`src/rtl/regbank_stream_reader.sv`:
```
// rtl/regbank_stream_reader.sv - register bank with a valid/ready burst read engine
module regbank_stream_reader #(
    parameter int WIDTH = 8,
    parameter int DEPTH = 8,
    localparam int AW = $clog2(DEPTH)
) (
    input  logic             clk,
    input  logic             rst,
    input  logic             wr_en,
    input  logic [AW-1:0]    wr_addr,
    input  logic [WIDTH-1:0] wr_data,
    input  logic             rd_start,
    input  logic [AW-1:0]    rd_addr,
    input  logic [AW:0]      rd_len,
    input  logic             rd_ready,
    output logic             rd_valid,
    output logic [WIDTH-1:0] rd_data,
    output logic             rd_last,
    output logic             rd_busy
);

    typedef enum logic {IDLE, STREAM} state_t;

    localparam logic [AW:0] DEPTH_W = (AW+1)'(DEPTH);
    localparam logic [AW:0] ONE_W   = (AW+1)'(1);

    state_t           state, state_n;
    logic [WIDTH-1:0] mem [DEPTH];
    logic [AW-1:0]    ptr, ptr_n;
    logic [AW:0]      rem, rem_n;
    logic [AW:0]      len_eff;
    logic [WIDTH-1:0] data_n;
    logic             valid_n, last_n;

    assign len_eff = (rd_len > DEPTH_W) ? DEPTH_W : rd_len;
    assign rd_busy = (state == STREAM);

    // Reads sample mem before this edge's write lands, giving read-before-write.
    always_comb begin
        state_n = state;
        ptr_n   = ptr;
        rem_n   = rem;
        data_n  = rd_data;
        valid_n = rd_valid;
        last_n  = rd_last;
        case (state)
            IDLE: begin
                if (rd_start && len_eff != '0) begin
                    state_n = STREAM;
                    data_n  = mem[rd_addr];
                    ptr_n   = rd_addr + 1'b1;
                    rem_n   = len_eff - 1'b1;
                    valid_n = 1'b1;
                    last_n  = (len_eff == ONE_W);
                end
            end
            STREAM: begin
                if (rd_valid && rd_ready) begin
                    if (rd_last) begin
                        state_n = IDLE;
                        valid_n = 1'b0;
                        last_n  = 1'b0;
                    end else begin
                        data_n = mem[ptr];
                        ptr_n  = ptr + 1'b1;
                        rem_n  = rem - 1'b1;
                        last_n = (rem == ONE_W);
                    end
                end
            end
            default: state_n = IDLE;
        endcase
    end

    always_ff @(posedge clk) begin
        if (rst) begin
            state    <= IDLE;
            ptr      <= '0;
            rem      <= '0;
            rd_valid <= 1'b0;
            rd_data  <= '0;
            rd_last  <= 1'b0;
        end else begin
            state    <= state_n;
            ptr      <= ptr_n;
            rem      <= rem_n;
            rd_valid <= valid_n;
            rd_data  <= data_n;
            rd_last  <= last_n;
        end
    end

    always_ff @(posedge clk) begin
        if (rst) begin
            for (int i = 0; i < DEPTH; i++) begin
                mem[i] <= '0;
            end
        end else if (wr_en) begin
            mem[wr_addr] <= wr_data;
        end
    end

endmodule

```
`config.mk`:
```
export PLATFORM = sky130hd
export DESIGN_NAME = regbank_stream_reader
export DESIGN_NICKNAME = d
export VERILOG_FILES = /design/src/rtl/regbank_stream_reader.sv
export SDC_FILE = /design/constraint.sdc
export NUM_CORES = 1
export LEC_CHECK = 0
export BUFFER_PORTS_ARGS = -buffer_cell sky130_fd_sc_hd__buf_2
export CAP_MARGIN = 30
export CELL_PAD_IN_SITES_DETAIL_PLACEMENT = 0
export CELL_PAD_IN_SITES_GLOBAL_PLACEMENT = 2
export CORE_ASPECT_RATIO = 1.4
export CORE_MARGIN = 2
export CORE_UTILIZATION = 43
export DETAILED_ROUTE_END_ITERATION = 10
export GPL_TIMING_DRIVEN = 0
export PLACE_DENSITY_LB_ADDON = 0.08
export SYNTH_ARGS = -nofsm -noshare
export SYNTH_HDL_FRONTEND = slang
export SYNTH_SLANG_ARGS = --single-unit
```
`constraint.sdc`:
```
create_clock -name clk -period 2.45 [get_ports clk]
set_input_delay 0.1225 -clock clk [delete_from_list [all_inputs] [get_ports clk]]
set_output_delay 0.1225 -clock clk [all_outputs]
set_load 0.02 [all_outputs]
```
==> impl_results.md <==
- Status: completed
- Most frequent cells in the layout: 64 x and2_1, 64 x edfxtp_1, 36 x buf_2
- RSZ-0062 raised after global routing: false
- Largest net degree at the start of global routing: 18
- Most used DFF post-synth: edfxtp_1
- Initial Utilization: 43.69%
- R2R cell count: 8
- Chip width: 90.44 um
- Vias in the first global route: 2902
- Worst hold-check path type: input port to flip-flop
- Cts bufs inserted: 9
- Synth top area share: 42.73%
- Flop2flop setup slack: 230 ps
- Layout cells sized above 1: 23.81%
- Pwr Density: 712.9 mW/mm2
- Sink Count: 85
- Endpoints failing hold: 0
- Nets: 401
- Mapped cell area: 0.004498 mm2
- Startpoint Class: flip-flop
- Post-layout util: 49.90%
- DR vias/cell: 5.345
- Layout Skew: 6.222 ps
- Bufs on Longest Clock Path: 2
- CP max stage cell: clkbuf_1
- Static Leak: 1.848 nW
- Yosys reg bits: 85
- Crit path kind: flip-flop to flip-flop
- Worst Hold Depth: 4
- Max Cap Viol: 0
- Synth Net Count: 359
- Worst Path Buf+Inv: 3
- Endpoints failing setup: 0
- Ys async rst share: 0%
- DR iter-0 viols: 176
- Max Slew Vio Count: 0
- Routed wire length: 9.892 mm
- Worst reg2reg startpoint: rd_busy$_SDFF_PP0_
- WP depth: 8
- Ant diodes: 0
- Die footprint: 0.01131 mm2
- Detail Route Antenna Nets: 0
- Antenna violations before repair: 0
- Crit path to: ptr[2]$_SDFFE_PP0P_
- Core Region: 0.01029 mm2
- Min setup slack post-route: 231.7 ps
- I/O Pins: 34
- Final worst-path cycle share: 90.54%
- Worst skew pair latency: 340 ps
- Yosys warns: 0
- First-pass GRT wire length: 15.96 mm
- Setup WS pre-CTS: 191.4 ps
- CP delay by family, top: buffers and inverters
- Global route overflow: 0
- Fmax: 450.8 MHz
- WL/cell: 19.17 um
- Worst stage delay on the critical path: 410 ps
- Yosys top cell by area: edfxtp_1
- Via Count: 2758
- Worst-margin pin slew: 890.8 ps
- # DRC: 0
- Synth unique cells: 41
- Worst Setup SP: rd_busy$_SDFF_PP0_
- Maximum vdd ir drop: 310.6 uV
- CTS tree: built
- Setup TNS Final: 0 ps
- CP Max Fanout: 10
- H-tree depth: 3
- Fin crit period: 2218 ps
- Resized Gates After CTS: 0
- Area growth syn-to-layout: 14.21%
- DIE HEIGHT: 125.0 um
- Clk slew on worst S/H paths: 70 ps
- Placer Congestion: 0.7595
- Critical Path AT: 2430 ps
- Placed wire-length estimate: 7.913 mm
- Global Route Usage Sum: 18.81%
- Seq/Total Area, Yosys: 52.07%
- Area contributors post-synth: edfxtp_1 43%, mux4_2 12%, dfxtp_1 9.3%
- Port bufs: 30
- Number of synthesized flops with an enable pin: 64
- Mapped Cells: 331
- Critical Path RT: 2670 ps
- Slew HR: 40.16%
- Num rows: 44
- Syn Area/Cell: 13.59 um2
- First-pass detailed-route iteration total: 4
- Endpoint class of the critical path: flip-flop
- Hold Buf Count CTS: 0
- Crit-path cells: buf_2 -> clkbuf_1 -> mux2_1 -> ha_1 -> inv_1 -> a211oi_1 -> a221oi_1 -> nor2_1
- Setup Fix Bufs, Post-CTS: 0
- Worst flop-to-flop path endpoint: ptr[2]$_SDFFE_PP0P_
- Root Driver: clkbuf_16
per-layer routing:
layer	vias up	GRT usage [%]	part of all wire, %
met5	-	0	0
met4	0	8.959	2.6
met3	14	2.169	2.2
met2	60	35.03	56
met1	1333	21.29	39
li1	1351	-	-
power by group:
part           switching (mW)  internal, mW  total (mW)  leakage (nW)
Combinational           0.264         0.253       0.517         0.911
Clock                   0.612         0.816        1.43         0.151
Sequential             0.0639          1.65        1.72         0.786
registers in the layout, summed over array words and instances, names as in the netlist, named ones only:
register	count
mem	64
ptr	3
rd_busy	1
rd_data	8
rd_last	1
rd_valid	1
rem	4
synthesized netlist by cell type (6+ instances only):
cell / instances
and2_1: 64
edfxtp_1: 64
mux4_2: 23
dfxtp_1: 21
nor2_1: 19
a21oi_1: 13
mux2i_1: 10
mux2_2: 9
mux4_1: 9
nor3b_1: 9
o31ai_1: 8
or2_1: 8
clkbuf_1: 6
final cells by class:
class,count,area (um2)
Timing Repair Buffer,31,155.1
Clock inverter,7,86.33
Inverter,6,22.52
Multi-Input combinational cell,221,2019
Fill cell,960,5157
Sequential cell,85,2342
Clock buffer,9,225.2
Tap cell,138,172.7
Buffer,19,113.9
kinds of logic (layout without fill, tap and decap cells):
kind of cell	after synthesis	after routing	share of synthesized area, %
AOI/OAI and AO/OA	35	35	4.979
xor gates and xnor gates	1	1	0.1948
adders and majority gates	5	5	1.391
buffers and inverters	25	72	3.032
DFF	85	85	52.07
muxes	52	52	21.50
and+or+nand+nor	128	128	16.83
worst min path at each step:
stage | start | endpoint | slack, ps
finish | rd_ready | rd_valid$_SDFFE_PP0P_ | 130
global route | rd_ready | rd_busy$_SDFF_PP0_ | 150
CTS | rd_ready | rd_valid$_SDFFE_PP0P_ | 120
detailed placement | rd_ready | rd_valid$_SDFFE_PP0P_ | 480
global placement | wr_data[5] | mem[1][5]$_SDFFCE_PN0P_ | 480
floorplan | wr_data[0] | mem[0][0]$_SDFFCE_PN0P_ | 320
worst register-to-register path, delay by kind of cell (launching register included):
kind	cells	cell delay [ps]
buffers and inverters	3	700
AND/OR/NAND/NOR	1	60
flip-flops	1	320
multiplexers	1	380
adder cells (fa/ha/maj)	1	230
AO/OA/AOI/OAI	2	410
through the flow:
stage | hold WS [ps] | area, um2 | std cells | power [mW]
floorplan | 320.7 | 4498 | 331 | 2.108
global placement | 478.0 | 4821 | 499 | 2.264
detailed placement | 476.9 | 4826 | 500 | 2.272
CTS | 119.9 | 5137 | 516 | 3.697
global route | 151.8 | 5137 | 516 | 3.825
finish | 127.1 | 5137 | 516 | 3.663
Note: power is estimated with default switching activity, not from simulation.
